<file path="src/rtl/uart_tx_buffered_pkg.sv">
// Shared definitions for the buffered UART transmitter: frame geometry and FSM state encoding.
// The state encoding matches the one used by the companion uart_rx.
package uart_tx_buffered_pkg;

  localparam int UART_DATA_BITS = 8;

  typedef enum logic [1:0] {
    ST_IDLE  = 2'd0,
    ST_START = 2'd1,
    ST_DATA  = 2'd2,
    ST_STOP  = 2'd3
  } tx_state_t;

  // Clocks per line bit; integer division truncates toward a slightly fast baud.
  function automatic int baud_div(input int clk_freq, input int baud_rate);
    return clk_freq / baud_rate;
  endfunction

endpackage

</file>
<file path="src/rtl/uart_tx_buffered_sync_fifo.sv">
// Single-clock FIFO with show-ahead head: rd_data is the oldest entry whenever !empty,
// so the consumer captures it in the same cycle it asserts rd_en.
module sync_fifo #(
  parameter int WIDTH = 8,
  parameter int DEPTH = 16
) (
  input  logic                     sys_clk,
  input  logic                     sys_rstn,
  input  logic                     wr_en,
  input  logic [WIDTH-1:0]         wr_data,
  input  logic                     rd_en,
  output logic [WIDTH-1:0]         rd_data,
  output logic                     full,
  output logic                     empty,
  output logic [$clog2(DEPTH):0]   level
);

  localparam int AW = $clog2(DEPTH);
  localparam logic [AW-1:0] PTR_ONE    = AW'(1);
  localparam logic [AW:0]   LEVEL_ONE  = (AW + 1)'(1);
  localparam logic [AW:0]   LEVEL_FULL = (AW + 1)'(DEPTH);

  logic [WIDTH-1:0] mem [DEPTH];
  logic [AW-1:0]    wr_ptr_reg;
  logic [AW-1:0]    rd_ptr_reg;
  logic [AW:0]      level_reg;
  logic             wr_ok;
  logic             rd_ok;

  // A write while full is refused even if a read frees a slot in the same cycle.
  assign wr_ok = wr_en && !full;
  assign rd_ok = rd_en && !empty;

  always_ff @(posedge sys_clk) begin
    if (wr_ok) begin
      mem[wr_ptr_reg] <= wr_data;
    end
  end

  // DEPTH is a power of two, so the pointers wrap by natural overflow.
  always_ff @(posedge sys_clk) begin
    if (!sys_rstn) begin
      wr_ptr_reg <= '0;
      rd_ptr_reg <= '0;
      level_reg  <= '0;
    end else begin
      if (wr_ok) wr_ptr_reg <= wr_ptr_reg + PTR_ONE;
      if (rd_ok) rd_ptr_reg <= rd_ptr_reg + PTR_ONE;
      case ({wr_ok, rd_ok})
        2'b10:   level_reg <= level_reg + LEVEL_ONE;
        2'b01:   level_reg <= level_reg - LEVEL_ONE;
        default: level_reg <= level_reg;
      endcase
    end
  end

  assign rd_data = mem[rd_ptr_reg];
  assign full    = (level_reg == LEVEL_FULL);
  assign empty   = (level_reg == '0);
  assign level   = level_reg;

endmodule

</file>
<file path="src/rtl/uart_tx_buffered.sv">
// Buffered 8N1 UART transmitter: bytes queue in a FIFO and are shifted out LSB first,
// back-to-back with no idle bit between frames.
module uart_tx_buffered
  import uart_tx_buffered_pkg::*;
#(
  parameter int UART_BAUD_RATE = 9600,
  parameter int CLK_FREQ       = 50_000_000,
  parameter int FIFO_DEPTH     = 16
) (
  input  logic                         sys_clk,
  input  logic                         sys_rstn,
  input  logic                         wr_en,
  input  logic [7:0]                   wr_data,
  output logic                         full,
  output logic                         empty,
  output logic [$clog2(FIFO_DEPTH):0]  fifo_level,
  output logic                         overflow,
  output logic                         busy,
  output logic                         tx
);

  localparam int BAUD_CNT_MAX = baud_div(CLK_FREQ, UART_BAUD_RATE);
  localparam int BCW          = $clog2(BAUD_CNT_MAX);
  localparam logic [BCW-1:0] BAUD_LAST = BCW'(BAUD_CNT_MAX - 1);
  localparam logic [BCW-1:0] BAUD_ONE  = BCW'(1);
  localparam logic [2:0]     BIT_LAST  = 3'(UART_DATA_BITS - 1);

  tx_state_t      state_reg, state_next;
  logic [BCW-1:0] baud_cnt_reg, baud_cnt_next;
  logic [2:0]     bit_cnt_reg, bit_cnt_next;
  logic [7:0]     shift_reg, shift_next;
  logic           tx_reg, tx_next;
  logic           overflow_reg;
  logic           pop;
  logic           baud_done;
  logic [7:0]     fifo_rd_data;

  sync_fifo #(
    .WIDTH (8),
    .DEPTH (FIFO_DEPTH)
  ) u_fifo (
    .sys_clk  (sys_clk),
    .sys_rstn (sys_rstn),
    .wr_en    (wr_en),
    .wr_data  (wr_data),
    .rd_en    (pop),
    .rd_data  (fifo_rd_data),
    .full     (full),
    .empty    (empty),
    .level    (fifo_level)
  );

  assign baud_done = (baud_cnt_reg == BAUD_LAST);

  always_comb begin
    state_next    = state_reg;
    baud_cnt_next = baud_cnt_reg;
    bit_cnt_next  = bit_cnt_reg;
    shift_next    = shift_reg;
    pop           = 1'b0;
    case (state_reg)
      ST_IDLE: begin
        if (!empty) begin
          pop           = 1'b1;
          shift_next    = fifo_rd_data;
          baud_cnt_next = '0;
          state_next    = ST_START;
        end
      end
      ST_START: begin
        if (baud_done) begin
          baud_cnt_next = '0;
          bit_cnt_next  = '0;
          state_next    = ST_DATA;
        end else begin
          baud_cnt_next = baud_cnt_reg + BAUD_ONE;
        end
      end
      ST_DATA: begin
        if (baud_done) begin
          baud_cnt_next = '0;
          if (bit_cnt_reg == BIT_LAST) state_next   = ST_STOP;
          else                         bit_cnt_next = bit_cnt_reg + 3'd1;
        end else begin
          baud_cnt_next = baud_cnt_reg + BAUD_ONE;
        end
      end
      default: begin
        // Chaining straight from STOP into START keeps frames contiguous.
        if (baud_done) begin
          baud_cnt_next = '0;
          if (!empty) begin
            pop        = 1'b1;
            shift_next = fifo_rd_data;
            state_next = ST_START;
          end else begin
            state_next = ST_IDLE;
          end
        end else begin
          baud_cnt_next = baud_cnt_reg + BAUD_ONE;
        end
      end
    endcase

    // Line level is derived from the upcoming state so tx leaves a flop aligned with state_reg.
    case (state_next)
      ST_START: tx_next = 1'b0;
      ST_DATA:  tx_next = shift_next[bit_cnt_next];
      default:  tx_next = 1'b1;
    endcase
  end

  always_ff @(posedge sys_clk) begin
    if (!sys_rstn) begin
      state_reg    <= ST_IDLE;
      baud_cnt_reg <= '0;
      bit_cnt_reg  <= '0;
      shift_reg    <= '0;
      tx_reg       <= 1'b1;
      overflow_reg <= 1'b0;
    end else begin
      state_reg    <= state_next;
      baud_cnt_reg <= baud_cnt_next;
      bit_cnt_reg  <= bit_cnt_next;
      shift_reg    <= shift_next;
      tx_reg       <= tx_next;
      overflow_reg <= wr_en && full;
    end
  end

  assign tx       = tx_reg;
  assign busy     = (state_reg != ST_IDLE);
  assign overflow = overflow_reg;

endmodule

</file>
<file path="config.mk">
export PLATFORM = sky130hd
export DESIGN_NAME = uart_tx_buffered
export DESIGN_NICKNAME = d
export VERILOG_FILES = /design/src/rtl/uart_tx_buffered_pkg.sv /design/src/rtl/uart_tx_buffered_sync_fifo.sv /design/src/rtl/uart_tx_buffered.sv
export SDC_FILE = /design/constraint.sdc
export NUM_CORES = 1
export LEC_CHECK = 0
export CELL_PAD_IN_SITES_DETAIL_PLACEMENT = 1
export CELL_PAD_IN_SITES_GLOBAL_PLACEMENT = 2
export CORE_AREA = 2 2 149 151
export DETAILED_ROUTE_END_ITERATION = 6
export DIE_AREA = 0 0 151 153
export GPL_TIMING_DRIVEN = 1
export PLACE_DENSITY_LB_ADDON = 0.25
export SYNTH_ARGS = -nofsm -noshare
export SYNTH_HDL_FRONTEND = slang
export SYNTH_SLANG_ARGS = --single-unit
</file>
<file path="constraint.sdc">
create_clock -name sys_clk -period 9.79 [get_ports sys_clk]
set_input_delay 1.4685 -clock sys_clk [delete_from_list [all_inputs] [get_ports sys_clk]]
set_output_delay 1.4685 -clock sys_clk [all_outputs]
set_load 0.01 [all_outputs]
</file>
==> impl_metrics.toml <==
[sta]
finalMaxSlewViolations = 0
setup-violations-final = 0
skew_ns = 0.0142
worst_pin_slew_ns = 0.853
relSlewSlack_pct = 43.0
worst_slack_ns = 5.56
tns_ns = 0
fmax_ghz = 0.237
rsz0062_at_grt = "false"
period_needed_ns = 4.23
hold_viol = 0
min_period_over_period_pct = 43.2

[logic_synthesis]
yosysTopAreaCellShare_pct = 51.8
synth_top_area_cell = "edfxtp_1"
synth_area_leaders = "edfxtp_1, dfxtp_1, mux4_2"
syn_area_mm2 = 0.00742
synth_cells = 510
synth_cell_type_count = 57
synthFlopType = "edfxtp_1"
synthArstFlopShare_pct = 0
synth_warnings = 0
synth.net_count = 535
yosysSeqAreaShare_pct = 63.9
ys_seq_elements = 173
synth_most_common_cell = "edfxtp_1"
synth_common_cells = "edfxtp_1, dfxtp_1, nand2_1, and2_1"
synth_area_per_cell_um2 = 14.6
synth-edff-count = 128

[place]
dpl.cell_count = 790
dpl_worst_slack_ns = 5.16
placedInstanceArea_mm2 = 0.00789
place_congestion = 0.775
post-dp-hpwl_um = 10900
port-buffer-count = 20

[critical_path]
critPathKind = "input port to flop"
crit_family = "buffers and inverters"
crit_slowest_cell = "a2111oi_1"
slowest_delay_ns = 0.54
worstReg2RegEnd = "u_fifo.level[4]"
crit_fanout = 9
cp_cell_sequence = "clkdlybuf4s50_1 -> inv_1 -> nor2_1 -> inv_1 -> ha_1 -> xor2_1 -> ha_1 -> nor2b_1 -> a21oi_1 -> nor2_1 -> a2111oi_1 -> mux2i_1"
startpoint_type = "input port"
r2r-start = "u_fifo.level[1]"
worstPathRequired_ns = 10.15
worstSetupEndpointType = "flop"
cp_num_buf_inv = 3
rrSetupSlack_ns = 6.29
arrival_ns = 4.59
r2r_cells = 13

[grt]
grt_max_degree = 47
antenna_found_initial = 0
grt_pass1_wl_um = 26400
grt_usage_pct = 15.4
grt_pass1_vias = 4584
grt-ovfl-total = 0

[hold_path]
min_to = "u_fifo.level[4]"
min_from = "u_fifo.level[4]"
hold_class = "flop to flop"
hold_depth = 2

[cells_and_area]
stdcell_count = 822
final_util_pct = 39.4
largest_reg_flops = 128
antenna_cells = 0
regArea_mm2 = 0.00475
area_growth_pct = 14.1
multiInputGateArea_mm2 = 0.00248
postLayoutCellArea_mm2 = 0.00847
drive_gt1_share_pct = 13.7
nFillCells = 2183
nets = 554

[power]
combPwrFrac_pct = 24.8
p_sw_share_pct = 31.6
seqPwrFrac_pct = 42.6
ir_drop_v = 0.000141
power.internal_uw = 1400
p_leak_uw = 0.00283
powerDensity_mw_per_mm2 = 242
p_switching_uw = 649
clkPwrFrac_pct = 32.6

[routing]
drt_iter0_drc = 286
route.met2.wl_um = 8690
route.met3.wl_um = 366
vias_per_cell = 5.11
first_pass_iters = 4
wl_met1_um = 7370
highest_layer = "met4"
wl_um = 16500
wl_per_cell_um = 20.1
via_count = 4201
drc = 0
ant_nets = 0

[floorplan]
num_rows = 54
fp.dieW_um = 151
io_pins = 21
die_area_mm2 = 0.0231
die_h_um = 153
initial_core_util_pct = 34.5
core-area_mm2 = 0.0215

[clock_network]
numCtsBuffers = 17
clk_pin_slew_worst_paths_ns = 0.07
ctsLongestPathBuffers = 2
h-tree-depth = 4
cts-root-buf = "clkbuf_16"
clk_latency_ns = 0.43
post_cts_buffers = 0
ctsHoldBuffers = 0
cts_tree = "done"
clock_sinks = 173
cts_resized = 0

[run_status]
status = "finished clean"

[flow_run]
cap_violations = 0
worst max path at each step:
stage	from	slack, ns	cells past startpoint	endpoint
floorplan	wr_en	6.14	12	u_fifo.level[4]
global placement	wr_en	5.29	12	u_fifo.level[4]
detailed placement	wr_en	5.16	12	u_fifo.level[4]
CTS	wr_en	5.60	12	u_fifo.level[4]
global route	wr_en	5.33	12	u_fifo.level[4]
finish	wr_en	5.56	12	u_fifo.level[4]
cells by family after synthesis:
kind of cell,count (synthesis),synth area share (%)
AO/OA/AOI/OAI,77,7.37
AND/OR/NAND/NOR,155,11.2
adder cells (fa/ha/maj),14,2.36
multiplexers,39,11.3
buffers and inverters,41,2.61
flip-flops,173,63.9
XOR/XNOR,11,1.30
area by class of cell:
type / count / share of cell area (%)
Sequential cell: 173 / 56.0
Multi-Input combinational cell: 296 / 29.3
Clock buffer: 17 / 5.02
Tap cell: 280 / 4.14
Timing Repair Buffer: 27 / 2.98
Clock inverter: 15 / 1.88
Inverter: 14 / 0.620
power by group through the flow:
stage / combinational [uW] / clock [uW] / sequential (uW)
after floorplan: 366 / 0 / 880
after global placement: 504 / 0 / 889
after detailed placement: 515 / 0 / 890
after CTS: 517 / 686 / 874
after global routing: 562 / 716 / 881
final: 509 / 669 / 873
cells in the final DEF (no fill, tap or decap), types with 17 or more instances in the layout:
cell and count:
a22oi_1 19, mux4_2 24, nor2_1 24, clkdlybuf4s50_1 20
and2_1 26, nand2_1 45, dfxtp_1 43, o21ai_0 18
edfxtp_1 128, clkbuf_16 17
layer usage:
metal  track usage (%)  up-vias
met5                 0        -
met4              4.14        0
met3              3.34        6
met2              26.4       39
met1              19.6     2166
li1                  -     1990
per-stage QoR:
stage	total power [uW]	hold slack (ns)
after floorplan	1250	0.485
after global placement	1390	0.499
after detailed placement	1410	0.496
after CTS	2080	0.505
after global routing	2160	0.529
final	2050	0.493
worst reg2reg max path, cell delays in order (launching register included):
cell	delay [ns]
dfxtp_1	0.41
nor4_2	0.41
nand2_1	0.29
inv_1	0.16
a21oi_2	0.05
buf_4	0.20
ha_1	0.34
xor2_1	0.18
ha_1	0.23
nor2b_1	0.13
a21oi_1	0.17
nor2_1	0.08
a2111oi_1	0.54
mux2i_1	0.23
Note: power is estimated with default switching activity, not from simulation.
==> RTL change 1, RTL diff (config.mk and constraints unchanged) <==
Encoding of `tx_state_t`: now one-hot (4 bits for 4 states).
--- a/src/rtl/uart_tx_buffered_pkg.sv
+++ b/src/rtl/uart_tx_buffered_pkg.sv
@@ -4,11 +4,11 @@
 
   localparam int UART_DATA_BITS = 8;
 
-  typedef enum logic [1:0] {
-    ST_IDLE  = 2'd0,
-    ST_START = 2'd1,
-    ST_DATA  = 2'd2,
-    ST_STOP  = 2'd3
+  typedef enum logic [3:0] {
+    ST_IDLE  = 4'b0001,
+    ST_START = 4'b0010,
+    ST_DATA  = 4'b0100,
+    ST_STOP  = 4'b1000
   } tx_state_t;
 
   // Clocks per line bit; integer division truncates toward a slightly fast baud.
Function: no difference found for any inputs over 10 cycles, from zero or initial values and one cycle with sys_rstn low; not proved beyond that.
==> RTL change 1 against the original RTL <==
- design area increased by 0.95%
- final cell count up 0.49%
- routed wire length fell by 3.8%
- register-to-register slack gained 0.34 ns
- synthesized area increased by 0.71%
- power up 3.5%
- worst setup slack better by 0.59 ns
- sequential cell count grew 2
==> RTL change 1: results (changes against the original RTL) <==
- Status: finished, final reports clean
- Met3 WL post-DR: 324 um (-11%)
- Synth top cells by count: edfxtp_1 (128), dfxtp_1 (47), nand2_1 (33), nor2_1 (33)
- Crit-path slowest cell: clkdlybuf4s50_1
- Adder-cell share of the synthesized area: 1.507% (-0.85 points)
- Final RePlAce weighted congestion: 0.7648 (-1.4%)
- Largest net degree at the start of global routing: 48 (+2.1%)
- First-pass GRT wire length: 25670 um (-2.6%)
- Layout Skew: 0.01246 ns (-0.001749 ns)
- Final wirelength: 15910 um (-3.8%)
- Yosys cell types: 61 (+7.0%)
- Global Route Usage Sum: 14.87% (-0.51 points)
- Vias in the first global route: 4439 (-3.2%)
- Compound-Gate Fraction of Synth Area: 6.244% (-1.1 points)
- WP data arrival: 2.17 ns (-2.42 ns)
- Num CTS Buffers: 17 (unchanged)
- Post-synth net total: 536 (+0.19%)
- Detailed Place HPWL: 10350 um (-4.7%)
- Slew @ Worst Pin: 1.237 ns (+0.3849 ns)
- Worst Hold Class: reg2reg
- Crit path max fanout: 8 (-1)
- Synth Area in XOR/XNOR: 1.406% (+0.11 points)
- Vias: 4233 (+0.76%)
- Static Leak: 2.823 nW (-0.20%)
- Top Layer Used: met4
- Starting DRC count in detailed routing: 171 (-40%)
- Worst vdd ir: 0.1154 mV (-18%)
- Mux contribution to synthesized area: 12.30% (+1.0 points)
RTL change 1: through the flow:
| step | std cells | cell area [sq um] | hold slack [ns] | util, % | setup WS [ns] |
|---|---|---|---|---|---|
| floorplan | 516 | 7475 | 0.4617 | - | 6.473 |
| global placement | 794 | 7921 | 0.4833 | 36.87 | 5.900 |
| detailed placement | 794 | 7921 | 0.5034 | 36.87 | 5.810 |
| CTS | 826 | 8551 | 0.5126 | 39.80 | 6.135 |
| global route | 826 | 8551 | 0.5435 | 39.80 | 5.975 |
| finish | 826 | 8551 | 0.5032 | 39.80 | 6.151 |
RTL change 1: final timing paths:
path / from / slack [ns] / endpoint
setup / recovery: u_fifo.level[1] / 6.15 / empty
hold / removal: baud_cnt_reg[3] / 0.50 / baud_cnt_reg[3]
setup reg to reg: baud_cnt_reg[0] / 6.63 / u_fifo.level[4]
hold reg to reg: baud_cnt_reg[3] / 0.50 / baud_cnt_reg[3]
RTL change 1: cell type report:
class | instances | area [sq um] | share of cell area (%)
clock inverters | 15 | 203.9 | 2.385
flip-flops and latches | 175 | 4786 | 55.97
repair buffers | 24 | 230.2 | 2.692
multi-input cells | 307 | 2525 | 29.53
clock buffers | 17 | 425.4 | 4.975
inverters | 8 | 30.03 | 0.3512
well taps | 280 | 350.3 | 4.097
RTL change 1: per-layer routing:
| metal | GRT usage [%] | up-vias |
|---|---|---|
| li1 | - | 1998 |
| met1 | 19.91 | 2180 |
| met2 | 24.31 | 41 |
| met3 | 3.134 | 14 |
| met4 | 4.495 | 0 |
| met5 | 0 | - |
RTL change 1: report_power, final:
part           switching, mW  internal [mW]  leakage [nW]
clock                  0.338          0.374         0.302
combinational          0.277          0.227         0.982
sequential            0.0572          0.850          1.54
total                  0.672           1.45          2.82
==> RTL change 2, RTL diff (same settings) <==
Made on the original files. `FIFO_DEPTH`: 16 -> 32.
--- a/src/rtl/uart_tx_buffered.sv
+++ b/src/rtl/uart_tx_buffered.sv
@@ -5,7 +5,7 @@
 #(
   parameter int UART_BAUD_RATE = 9600,
   parameter int CLK_FREQ       = 50_000_000,
-  parameter int FIFO_DEPTH     = 16
+  parameter int FIFO_DEPTH     = 32
 ) (
   input  logic                         sys_clk,
   input  logic                         sys_rstn,
Ports: changed (resized fifo_level); port bits go from 21 to 22. The function was not compared with the original's and may differ.
==> RTL change 2 against the original RTL <==
- design area up 64%
- routed wire length up 79%
- worst setup slack better by 0.35 ns
- final cell count up 31%
- sequential power up 74%
- register-to-register slack worse by 0.06 ns
- sequential cell count up 132
- power up 70%
- synthesized area up 67%
- critical path type is now reg2out
- highest routed layer unchanged
==> RTL change 2: results (changes against the original RTL) <==
- Status: finished, final reports clean
- Synth async-reset ratio: 0% (unchanged)
- Pre-CTS setup slack: 5.593 ns (+0.4332 ns)
- Final RePlAce weighted congestion: 0.8143 (+5.0%)
- Layout Skew: 0.01740 ns (+0.003184 ns)
- Vias in the first global route: 7555 (+65%)
- Largest net degree at the start of global routing: 63 (+34%)
- Slew @ Worst Pin: 1.437 ns (+0.5840 ns)
- Fmax achieved: 257.6 MHz (+8.9%)
- Synth warn: 0 (unchanged)
- Placed cell areas: 0.01282 sq mm (+63%)
- Max reg flops: 256 (+100%)
- Post-synth net total: 777 (+45%)
- Met3 usage: 4.746% (+1.4 points)
- WP data arrival: 2.41 ns (-2.18 ns)
- Yosys cell types: 60 (+5.3%)
- GRT met1 Usage: 37.53% (+18 points)
- Max_cap viols: 0 (unchanged)
- R2r setup slk: 6.23 ns (-0.06 ns)
- Hold_ws: 0.4981 ns (+0.004697 ns)
- Synth area leaders: edfxtp_1 (62%), mux4_2 (12%), dfxtp_1 (7.9%)
- Clk buf depth: 3 (+1)
- H-tree depth: 1 (-3)
- Initial antenna violation count: 0 (unchanged)
- Seq/Total Area, Yosys: 69.82% (+5.9 points)
- Detailed Place HPWL: 18740 um (+73%)
- Global Route Usage Sum: 26.97% (+12 points)
- EDFF count, synth: 256 (+100%)
- Clock transition at path regs: 0.06 ns
- Share of cells above drive strength 1: 17.31% (+3.7 points)
- Crit path max fanout: 8 (-1)
- Worst vdd ir: 0.1845 mV (+30%)
- Starting DRC count in detailed routing: 605 (+110%)
- Static Leak: 4.410 nW (+56%)
- Skew-Pair Late Insertion Delay: 0.58 ns (+0.15 ns)
- Via density: 6.442 (+26%)
- Num CTS Buffers: 31 (+14)
- Synth top cells by count: edfxtp_1 (256), nor2_1 (81), mux4_2 (64), dfxtp_1 (49), nand2_1 (24)
- Met2 usage: 43.81% (+17 points)
- Nets: 797 (+44%)
- I/O Buffers: 21 (+5.0%)
- First-pass GRT wire length: 45920 um (+74%)
- Final wirelength: 29660 um (+79%)
-- RTL change 2: routing by layer --
layer / up-vias / share of wire (%) / routed length, um
met5: - / 0 / 0
met4: 0 / 3.5 / 1052
met3: 76 / 6.0 / 1792
met2: 272 / 49 / 14580
met1: 3567 / 41 / 12230
li1: 3023 / - / -
-- RTL change 2: worst max-delay path, cell delays in order, from the launching register on --
cell	delay, ns
dfxtp_1	0.40
or4_4	0.62
nor3_4	0.24
clkdlybuf4s50_1	0.59
-- RTL change 2: per-stage QoR --
step	utilization, %	std cells
2_1_floorplan	-	752
3_3_place_gp	59.68	1019
3_5_place_dp	59.68	1019
4_1_cts	64.63	1077
5_1_grt	64.58	1077
6_report	64.58	1077
-- RTL change 2: layout make-up --
cell class / count / area, sq um
flip-flops and latches: 305 / 8673
fillers: 1866 / 7610
multi-input cells: 395 / 3503
clock buffers: 37 / 870.8
well taps: 280 / 350.3
repair buffers: 26 / 237.7
clock inverters: 21 / 191.4
inverters: 13 / 48.80
-- RTL change 2: power by group --
| part | internal (mW) | switching (mW) |
|---|---|---|
| combinational | 0.326 | 0.426 |
| sequential | 1.46 | 0.0614 |
| clock | 0.713 | 0.502 |
| total | 2.50 | 0.989 |
-- RTL change 2: cells by family after synthesis --
group	count (synthesis)	synth area share (%)
flip-flops	305	69.82
AND/OR/NAND/NOR	188	7.851
AO/OA/AOI/OAI	103	5.402
multiplexers	74	12.43
buffers and inverters	52	1.955
XOR/XNOR	16	1.129
adder cells (fa/ha/maj)	14	1.411
-- RTL change 2: final timing paths --
kind             endpoint            start  cells past startpoint
min reg2reg  shift_reg[1]     shift_reg[1]                      2
max                 empty  u_fifo.level[1]                      3
min          shift_reg[1]     shift_reg[1]                      2
max reg2reg            tx             flop                      8
